### config.mk
export PLATFORM = sky130hd
export DESIGN_NAME = fact_cu_flat
export DESIGN_NICKNAME = d
export VERILOG_FILES = /design/src/rtl/fact_pkg.sv /design/src/rtl/fact_cu_if.sv /design/src/rtl/fact_cu.sv /design/src/flat_wrapper.sv
export SDC_FILE = /design/constraint.sdc
export NUM_CORES = 1
export LEC_CHECK = 0
export CORE_AREA = 2 2 42 44
export DETAILED_ROUTE_END_ITERATION = 16
export DIE_AREA = 0 0 44 46
export GPL_ROUTABILITY_DRIVEN = 0
export SLEW_MARGIN = 20
export SYNTH_ARGS = -nofsm -noshare
export SYNTH_HDL_FRONTEND = slang
export SYNTH_SLANG_ARGS = --single-unit
### constraint.sdc
create_clock -name clk -period 1.24 [get_ports clk]
set_input_delay 0.248 -clock clk [delete_from_list [all_inputs] [get_ports clk]]
set_output_delay 0.248 -clock clk [all_outputs]
set_load 0.03 [all_outputs]
### src/rtl/fact_pkg.sv
// rtl/fact_pkg.sv - state encoding, control-strobe bundle and Moore output decode for fact_cu
package fact_pkg;

    typedef enum logic [2:0] {
        IDLE  = 3'd0,
        LOAD  = 3'd1,
        CHECK = 3'd2,
        MULT  = 3'd3,
        DONE  = 3'd4,
        ERR   = 3'd5
    } fact_state_t;

    localparam int MAX_N = 12;

    typedef struct packed {
        logic load_cnt;
        logic en;
        logic sel_1;
        logic load_reg;
        logic sel_2;
        logic busy;
        logic done;
        logic err;
    } fact_ctl_t;

    // Strobes depend on state alone; unlisted states leave everything low.
    function automatic fact_ctl_t ctl_decode(fact_state_t s);
        fact_ctl_t c;
        c = '0;
        case (s)
            LOAD: begin
                c.load_cnt = 1'b1;
                c.load_reg = 1'b1;
                c.busy     = 1'b1;
            end
            CHECK: c.busy = 1'b1;
            MULT: begin
                c.sel_1    = 1'b1;
                c.load_reg = 1'b1;
                c.en       = 1'b1;
                c.busy     = 1'b1;
            end
            DONE: begin
                c.sel_2 = 1'b1;
                c.done  = 1'b1;
            end
            ERR:     c.err = 1'b1;
            default: c = '0;
        endcase
        return c;
    endfunction

endpackage

### src/rtl/fact_cu_if.sv
// rtl/fact_cu_if.sv - request/status and datapath control bundle between fact_cu and its surroundings
interface fact_cu_if #(
    parameter int CNT_W = 8
);
    logic             go;
    logic             gt_in;
    logic             gt_fact;
    logic             load_cnt;
    logic             en;
    logic             sel_1;
    logic             load_reg;
    logic             sel_2;
    logic             busy;
    logic             done;
    logic             err;
    logic [CNT_W-1:0] cycle_cnt;

    modport master (
        output go, gt_in, gt_fact,
        input  load_cnt, en, sel_1, load_reg, sel_2, busy, done, err, cycle_cnt
    );

    modport slave (
        input  go, gt_in, gt_fact,
        output load_cnt, en, sel_1, load_reg, sel_2, busy, done, err, cycle_cnt
    );
endinterface

### src/rtl/fact_cu.sv
// rtl/fact_cu.sv - Moore control unit sequencing the factorial datapath; FACT_CU_CYCLE_CNT_EN adds a busy-cycle counter
module fact_cu
    import fact_pkg::*;
#(
    parameter int CNT_W = 8
) (
    input  logic     clk,
    input  logic     rst_n,
    fact_cu_if.slave bus
);

    fact_state_t state_q, state_d;
    fact_ctl_t   ctl_q, ctl_d;

    always_comb begin
        state_d = state_q;
        case (state_q)
            IDLE: begin
                if (bus.go && bus.gt_in)
                    state_d = ERR;
                else if (bus.go)
                    state_d = LOAD;
                else
                    state_d = IDLE;
            end
            LOAD:  state_d = CHECK;
            CHECK: state_d = bus.gt_fact ? MULT : DONE;
            MULT:  state_d = CHECK;
            DONE:  state_d = bus.go ? DONE : IDLE;
            ERR:   state_d = bus.go ? ERR : IDLE;
            default: state_d = IDLE;
        endcase
    end

    // Strobes are decoded from the next state so the registered copy tracks state_q exactly.
    always_comb begin
        ctl_d = ctl_decode(state_d);
    end

    always_ff @(posedge clk or negedge rst_n) begin
        if (!rst_n) begin
            state_q <= IDLE;
            ctl_q   <= '0;
        end else begin
            state_q <= state_d;
            ctl_q   <= ctl_d;
        end
    end

    assign bus.load_cnt = ctl_q.load_cnt;
    assign bus.en       = ctl_q.en;
    assign bus.sel_1    = ctl_q.sel_1;
    assign bus.load_reg = ctl_q.load_reg;
    assign bus.sel_2    = ctl_q.sel_2;
    assign bus.busy     = ctl_q.busy;
    assign bus.done     = ctl_q.done;
    assign bus.err      = ctl_q.err;

`ifdef FACT_CU_CYCLE_CNT_EN
    logic [CNT_W-1:0] cyc_q, cyc_d;

    // The LOAD cycle itself counts, so a fresh job starts at 1.
    always_comb begin
        cyc_d = cyc_q;
        if (state_q == IDLE && state_d == LOAD)
            cyc_d = CNT_W'(1);
        else if (ctl_d.busy && (cyc_q != {CNT_W{1'b1}}))
            cyc_d = cyc_q + 1'b1;
    end

    always_ff @(posedge clk or negedge rst_n) begin
        if (!rst_n)
            cyc_q <= '0;
        else
            cyc_q <= cyc_d;
    end

    assign bus.cycle_cnt = cyc_q;
`else
    assign bus.cycle_cnt = '0;
`endif

endmodule

### src/flat_wrapper.sv
// flat-port wrapper written by rule: the top's interface ports become plain ports
module fact_cu_flat import fact_pkg::*;
#(
    parameter int CNT_W = 8
)
  (clk, rst_n, bus_go, bus_gt_in, bus_gt_fact, bus_load_cnt, bus_en, bus_sel_1, bus_load_reg, bus_sel_2, bus_busy, bus_done, bus_err, bus_cycle_cnt);
  fact_cu_if #(.CNT_W(CNT_W)) bus_i ();
  input  logic clk;
  input  logic rst_n;
  input wire logic [$bits(bus_i.go)-1:0] bus_go;
  input wire logic [$bits(bus_i.gt_in)-1:0] bus_gt_in;
  input wire logic [$bits(bus_i.gt_fact)-1:0] bus_gt_fact;
  output wire logic [$bits(bus_i.load_cnt)-1:0] bus_load_cnt;
  output wire logic [$bits(bus_i.en)-1:0] bus_en;
  output wire logic [$bits(bus_i.sel_1)-1:0] bus_sel_1;
  output wire logic [$bits(bus_i.load_reg)-1:0] bus_load_reg;
  output wire logic [$bits(bus_i.sel_2)-1:0] bus_sel_2;
  output wire logic [$bits(bus_i.busy)-1:0] bus_busy;
  output wire logic [$bits(bus_i.done)-1:0] bus_done;
  output wire logic [$bits(bus_i.err)-1:0] bus_err;
  output wire logic [$bits(bus_i.cycle_cnt)-1:0] bus_cycle_cnt;
  assign bus_i.go = bus_go;
  assign bus_i.gt_in = bus_gt_in;
  assign bus_i.gt_fact = bus_gt_fact;
  assign bus_load_cnt = bus_i.load_cnt;
  assign bus_en = bus_i.en;
  assign bus_sel_1 = bus_i.sel_1;
  assign bus_load_reg = bus_i.load_reg;
  assign bus_sel_2 = bus_i.sel_2;
  assign bus_busy = bus_i.busy;
  assign bus_done = bus_i.done;
  assign bus_err = bus_i.err;
  assign bus_cycle_cnt = bus_i.cycle_cnt;
  fact_cu #(.CNT_W(CNT_W)) u_core (.clk(clk), .rst_n(rst_n), .bus(bus_i));
endmodule
# Word level (Yosys, flattened, before mapping)
# Cells that the tools add are included.
[totals]
reg_bits = 10
input_bits = 5
word_cells = 35
output_inout_bits = 16
[op_classes]
reduce_logical = 5
eq_ne = 10
mux = 12
[ops]
columns = ["op", "count"]
rows = [
  ["$pmux W3 S5", 1],
  ["$eq A3 B2 Y1 const B", 4],
  ["$eq A3 B3 Y1 const B", 4],
  ["$mux W3", 4],
  ["$eq A3 B1 Y1 const B", 2],
  ["$mux W1", 6],
  ["$reduce_or A2 Y1", 2],
  ["$logic_not A3 Y1", 1],
  ["$reduce_or A3 Y1", 1],
  ["$mux W2", 1],
  ["$logic_and A1 B1 Y1", 1],
]

# Logic depth before layout (Yosys ltp)
# Gate-level depths: netlist of run 1.
[logic_depth]
depth_word = 6
mapped_depth = 2
mapped_depth_nobuf = 2

# Worst setup path before layout of run 1
# Ideal clock, no wire load.
[synth_path]
path_kind = "reg-to-reg"
startpoint = "register u_core.state_q[1]"
endpoint = "register u_core.ctl_q, in the netlist u_core.bus.busy"
synth_period_minus_slack_ps = 1033
setup_time_ps = 78
arrival_time_ps = 956
setup_slack_ps = 207
t_required_ps = 1162
stages_incl_launch_ff = 3
cell_sequence = "dfrtp_1 > or3b_1 > a21oi_1"
[synth_lines]
columns = ["item", "line", "text"]
rows = [
  ["start: declaration", "fact_cu.sv:12", "fact_state_t state_q, state_d;"],
  ["start signal: assignment", "fact_cu.sv:45", "state_q <= state_d;"],
  ["end signal: assignment", "fact_cu.sv:46", "ctl_q <= ctl_d;"],
  ["end: declaration", "fact_cu.sv:13", "fact_ctl_t ctl_q, ctl_d;"],
]

# Final worst setup path of run 1
[layout_path]
startpoint = "register u_core.ctl_q, in the netlist u_core.bus.load_reg"
endpoint = "output port bus_load_reg"
[layout_lines]
columns = ["item", "line", "text"]
rows = [
  ["end: declaration", "flat_wrapper.sv:16", "output wire logic [$bits(bus_i.load_reg)-1:0] bus_load_reg;"],
]
# No word-level cell between the ends.

==> results.yml, run 1 <==
synth:
  synth_edf_count: 0
  yosys.cell_types.count: 17
  yosys_warnings: 0
  synth-simple-area-share_pct: 17.75
  synth_area_leaders: "dfrtp_1 (51%), buf_4 (17%), a21oi_1 (4.5%)"
  synth_area_per_cell_um2: 10.83
  muxShareOfSynthArea_pct: 2.254
  ys_seq_elements: 9
  synth_most_common_cell: "buf_4"
  synth_flop_cell: "dfrtp_1"
  synth_xor_area_share_pct: 0
  synthAdderAreaFrac_pct: 0
  yosys.area.top_type: "dfrtp_1"
  synth_cells: 41
  yosysTopAreaCellShare_pct: 50.70
  synth_compound_area_share_pct: 10.70
  async_flop_share_pct: 100.0
  syn_area_um2: 444.2
  synth_commonest_cells: "buf_4 (10), dfrtp_1 (9), a21oi_1 (4)"
  synth_top_family_by_area: "buffers and inverters"
  synth-seq-area-share_pct: 50.70
global_routing:
  grt_pass1_vias: 302
  grt_pass1_wl_um: 1255
  grt_max_degree: 10
  grt_overflow_total: 0
  gr-usage-all-layers_pct: 9.318
  antenna_found_initial: 0
detailed_routing:
  drt_iter0_drc: 8
  ant_nets: 0
  drc_errors: 0
  first_pass_iters: 3
  wire_per_inst_um: 10.18
  wirelength_um: 743
  vias: 319
  vias_per_cell: 4.370
pwr:
  p_sw_w: 0.0005304
  power_frac_comb_pct: 43.5
  clkPwrFrac_pct: 17.6
  leakagePower_nw: 0.2779
  intPower_w: 0.0007414
  pwr-share-seq_pct: 38.9
  p_sw_share_pct: 41.70
  peakVddDrop_uv: 545.2
  p_per_area_nw_per_um2: 2254
critical_path:
  arrival_ps: 950
  critical_path_class: "register to output pin"
  r2r_end: "u_core.bus.load_reg"
  cpMaxStageDelayCell: "dfrtp_1"
  crit_family: "flip-flops"
  crit_cells: 1
  critPathMaxFanout: 1
  cp_slowest_stage_delay_ps: 360
  critical_path_buf_inv_count: 1
  start_kind: "register"
  r2r_cells: 2
  timing.rr.start: "u_core.state_q[1]"
  critPathLaunch: "u_core.bus.load_reg"
  critPathRequiredTime_ps: 990
  endpoint: "bus_load_reg"
  path_cells: "clkdlybuf4s15_1"
  crit_path_end_kind: "output pin"
  reg2reg_slack_ps: 100
sta:
  setup_ws_ps: 37.50
  fin_crit_sh_pct: 96.98
  rsz0062_at_grt: "no"
  hold_viol: 0
  holdWs_ps: 279.0
  slew_viol_final: 0
  final-setup-viol-count: 0
  min_period_ps: 1202
  tns_ps: 0
  finClkSkew_ps: 7.584
  fmax_mhz: 831.6
cts:
  cts_max_level: 1
  clk_latency_ps: 260
  post_cts_buffers: 0
  ctsHoldBuffers: 0
  cts_root_buf: "clkbuf_4"
  cts_sinks: 9
  cts.clk_slew.worst_paths_ps: 60
  clk_path_buf_depth: 2
  cts_tree: "built"
  numCtsBuffers: 3
floorplanning:
  die_area_um2: 2024
  core_area_um2: 1614
  io_pins: 21
  initial_utilization_pct: 27.52
  die_h_um: 46
  die_w_um: 44
  num_rows: 15
finish:
  diodes: 0
  top_register: "u_core.state_q"
  n_fill_cell: 177
  finalNonFillerCells: 73
  largest_register_ffs: 3
  nNetsFinal: 62
  syn_to_final_growth_pct: 27.04
  fin_area_um2: 564.3
  drive_gt1_share_pct: 25.00
outcome:
  status: "completed"
placement:
  dp.cells: 69
  pre_cts_ws_ps: -127.5
  postPlaceCellArea_um2: 539.3
  dp_hpwl_um: 558.6
  port_buffers: 12
flow_run:
  maxCapViolations: 0
hold_path:
  holdCritPathClass: "primary input to asynchronous set/reset pin"
power by group through the flow:
stage,combinational (W),clock [W],sequential [W]
after floorplan,0.000299,0,0.000609
after global placement,0.000571,0,0.000499
after detailed placement,0.000577,0,0.000503
after CTS,0.000558,0.000236,0.000497
after global routing,0.000592,0.000250,0.000516
final,0.000553,0.000224,0.000495
layout by cell type, fill, tap and decap left out, types with 2 or more instances in the layout:
master / count
dfrtp_1: 9
conb_1: 8
buf_4: 7
a21oi_1: 4
clkdlybuf4s50_1: 4
nor2_1: 3
clkbuf_4: 3
nand2_1: 2
or3b_1: 2
clkdlybuf4s15_1: 2
metrics by stage:
stage	power (W)	utilization, %
after global placement	0.001070	33.41
after floorplan	0.0009081	-
after detailed placement	0.001080	33.41
after global routing	0.001358	34.96
final	0.001272	34.96
after CTS	0.001290	34.88
cells by family (layout without fill, tap and decap cells):
| kind of cell | Yosys count | after routing |
|---|---|---|
| AO/OA/AOI/OAI | 7 | 7 |
| buffers and inverters | 11 | 19 |
| multiplexers | 1 | 1 |
| other | 1 | 8 |
| flip-flops | 9 | 9 |
| AND/OR/NAND/NOR | 12 | 12 |
what timing repair did:
item | in CTS | in global routing
resized for setup | 4 | 1
setup endpoints to repair | 3 | 1
cloned | 0 | 0
pin swaps | 0 | 0
cell type report:
class,instances,area [um^2],share of cell area (%)
sequential,9,225.2,39.91
clock buffer,4,26.28,4.656
inverter,1,3.754,0.6652
tap,17,21.27,3.769
timing repair buffer,14,121.4,21.51
multi-input combinational,28,166.4,29.49
worst min path at each step:
stage / from / endpoint / slack, ps / depth (start not counted)
final: rst_n / u_core.bus.en / 280 / 1
after floorplan: rst_n / u_core.bus.busy / -50 / 0
after global placement: u_core.state_q[2] / u_core.state_q[1] / 550 / 1
after detailed placement: u_core.state_q[2] / u_core.bus.busy / 540 / 1
after CTS: rst_n / u_core.bus.en / 290 / 1
after global routing: rst_n / u_core.bus.sel_2 / 320 / 1
routing by layer:
metal	global-route usage, %	vias to the layer above	part of all wire, %
met5	0	-	0
met4	10.91	0	3.8
met3	2.381	4	12
met2	13.82	17	42
met1	10.00	146	42
li1	-	152	-
(Power assumes the default switching activity.)
==> run 2: changes to the inputs <==
- ABC_AREA: not set -> 1
- CORE_AREA: 2 2 42 44 -> 2 2 43 45
- DIE_AREA: 0 0 44 46 -> 0 0 45 47
- PLACE_DENSITY_LB_ADDON: not set -> 0.3
==> run 2 against run 1 <==
Effect of this change:
- combinational power rose by 24%
- highest routed layer is now met3
- clock power is 4% lower
- hold slack improved by 8.6 ps
- core utilization down 1.2 points
- wire length down 6.9%
- largest power group unchanged
- clock skew shrank 6.8 ps
- setup slack worse by 1.2 ps
- first-iteration DRC count decreased by 88%
- largest cell class unchanged
- synthesized area is 3.1% higher
==> results.yml, run 2 <==
finish:
  final_util_pct: 33.71
  layout_common_cells: "dfrtp_1 (9), conb_1 (8), inv_1 (6), nand2_1 (5), buf_4 (5)"
  drive_gt1_share_pct: 34.92
  top_register: "u_core.state_q"
  fin_area_um2: 556.8
  largest_register_ffs: 3
  nNetsFinal: 69
  layout_commonest_cell: "dfrtp_1"
  diodes: 0
  syn_to_final_growth_pct: 21.58
synth:
  synth_commonest_cells: "buf_4 (10), dfrtp_1 (9), inv_1 (6)"
  synth_flop_cell: "dfrtp_1"
  synth-seq-area-share_pct: 49.18
  synth_area_leaders: "dfrtp_1 (49%), buf_4 (16%), inv_1 (4.9%)"
  syn_area_um2: 457.9
  yosys.area.top_type: "dfrtp_1"
  synth_edf_count: 0
  yosys.cell_types.count: 13
  yosys_warnings: 0
  synth_most_common_cell: "buf_4"
  async_flop_share_pct: 100.0
  ys_seq_elements: 9
  synth_cells: 50
  yosysTopAreaCellShare_pct: 49.18
  synth_area_per_cell_um2: 9.159
critical_path:
  arrival_ps: 960
  critPathMaxFanout: 1
  r2r_end: "u_core.bus.load_cnt"
  crit_family: "buffers and inverters"
  r2r_cells: 5
  path_cells: "dlygate4sd2_1"
  critPathRequiredTime_ps: 990
  cp_slowest_stage_delay_ps: 390
  start_kind: "register"
  timing.rr.start: "u_core.state_q[1]"
  crit_path_end_kind: "output pin"
  reg2reg_slack_ps: 250
  cpMaxStageDelayCell: "dlygate4sd2_1"
  critical_path_buf_inv_count: 1
  critical_path_class: "register to output pin"
floorplanning:
  die_w_um: 45
  die_area_um2: 2115
  die_h_um: 47
  num_rows: 15
  core_area_um2: 1652
  initial_utilization_pct: 27.73
  io_pins: 21
pwr:
  peakVddDrop_uv: 568.2
  leakagePower_nw: 0.3214
  p_per_area_nw_per_um2: 2482
placement:
  port_buffers: 12
  dp_hpwl_um: 568.1
  postPlaceCellArea_um2: 538.0
  pre_cts_ws_ps: -38.05
cts:
  clk_latency_ps: 250
  cts_root_buf: "clkbuf_4"
  post_cts_buffers: 0
  cts_max_level: 1
  cts.clk_slew.worst_paths_ps: 60
  cts_sinks: 9
  cts_tree: "built"
  clk_path_buf_depth: 2
  ctsHoldBuffers: 0
  numCtsBuffers: 3
sta:
  holdWs_ps: 287.6
  tns_ps: 0
  rsz0062_at_grt: "no"
  fmax_mhz: 830.8
  min_period_ps: 1204
  slew_viol_final: 0
  finClkSkew_ps: 0.8267
  final-setup-viol-count: 0
  fin_crit_sh_pct: 97.07
  hold_viol: 0
  setup_ws_ps: 36.31
global_routing:
  grt_max_degree: 10
  grt_pass1_wl_um: 1262
  antenna_found_initial: 0
  gr-usage-all-layers_pct: 8.587
  grt_overflow_total: 0
  grt_pass1_vias: 308
detailed_routing:
  drt_iter0_drc: 1
  topRoutingLayerUsed: "met3"
  wl_met3_um: 69
  vias_per_cell: 3.875
  first_pass_iters: 2
  ant_nets: 0
  wl_met2_um: 364
  vias: 310
  drc_errors: 0
  wl_met1_um: 258
  wirelength_um: 692
  wire_per_inst_um: 8.650
outcome:
  status: "completed"
flow_run:
  maxCapViolations: 0
hold_path:
  holdCritPathClass: "primary input to asynchronous set/reset pin"
-- run 2: cell types whose count changed in the layout (fill, tap and decap cells not counted), sizes merged, moves of 3 or more --
cell   previous run  this run
nand2             2         8
or3b              3         0
nand3             0         5
nor2              3         6
a21oi             5         0
inv               1        10
-- run 2: kinds of logic (layout without fill, tap and decap cells) --
logic type             Yosys count  count (layout)  synth area share, %
buffers and inverters           20              26                24.59
and+or+nand+nor                 20              20                25.41
DFF                              9               9                49.18
other                            1               8               0.8189
-- run 2: how the worst max path moves through the flow --
stage,start,endpoint,slack (ps),cells after the start
floorplan,u_core.bus.en,bus_sel_1,290,1
detailed placement,bus_go,u_core.bus.busy,-40,6
global route,u_core.bus.busy,bus_busy,4,1
finish,u_core.bus.busy,bus_busy,40,1
CTS,u_core.bus.load_cnt,bus_load_cnt,4,1
global placement,bus_go,u_core.bus.err,-20,7
-- run 2: per-layer routing --
layer,track usage (%),up-vias
met5,0,-
met4,7.059,0
met3,2.308,0
met2,14.86,15
met1,8.685,141
li1,-,154
-- run 2: power breakdown --
group | total [W] | switching [W] | internal (W)
clock | 0.000215 | 0.0000919 | 0.000123
sequential | 0.000479 | 0.0000708 | 0.000408
combinational | 0.000687 | 0.000473 | 0.000215
total | 0.00138 | 0.000636 | 0.000746
-- run 2: repair_timing --
action / 4_1_cts / 5_1_grt
resized for setup: 3 / 2
pin swaps: 0 / 0
endpoints found under the setup margin: 3 / 1
-- run 2: layout make-up --
cell class	instances	area, um^2
fill	181	1095
sequential	9	225.2
multi-input combinational	28	146.4
timing repair buffer	12	100.1
inverter	10	37.54
clock buffer	4	26.28
tap	17	21.27
-- run 2: metrics by stage --
stage,power [W],cells
2_1_floorplan,0.001022,57
3_5_place_dp,0.001209,76
4_1_cts,0.001409,80
5_1_grt,0.001492,80
6_report,0.001382,80
3_3_place_gp,0.001197,76
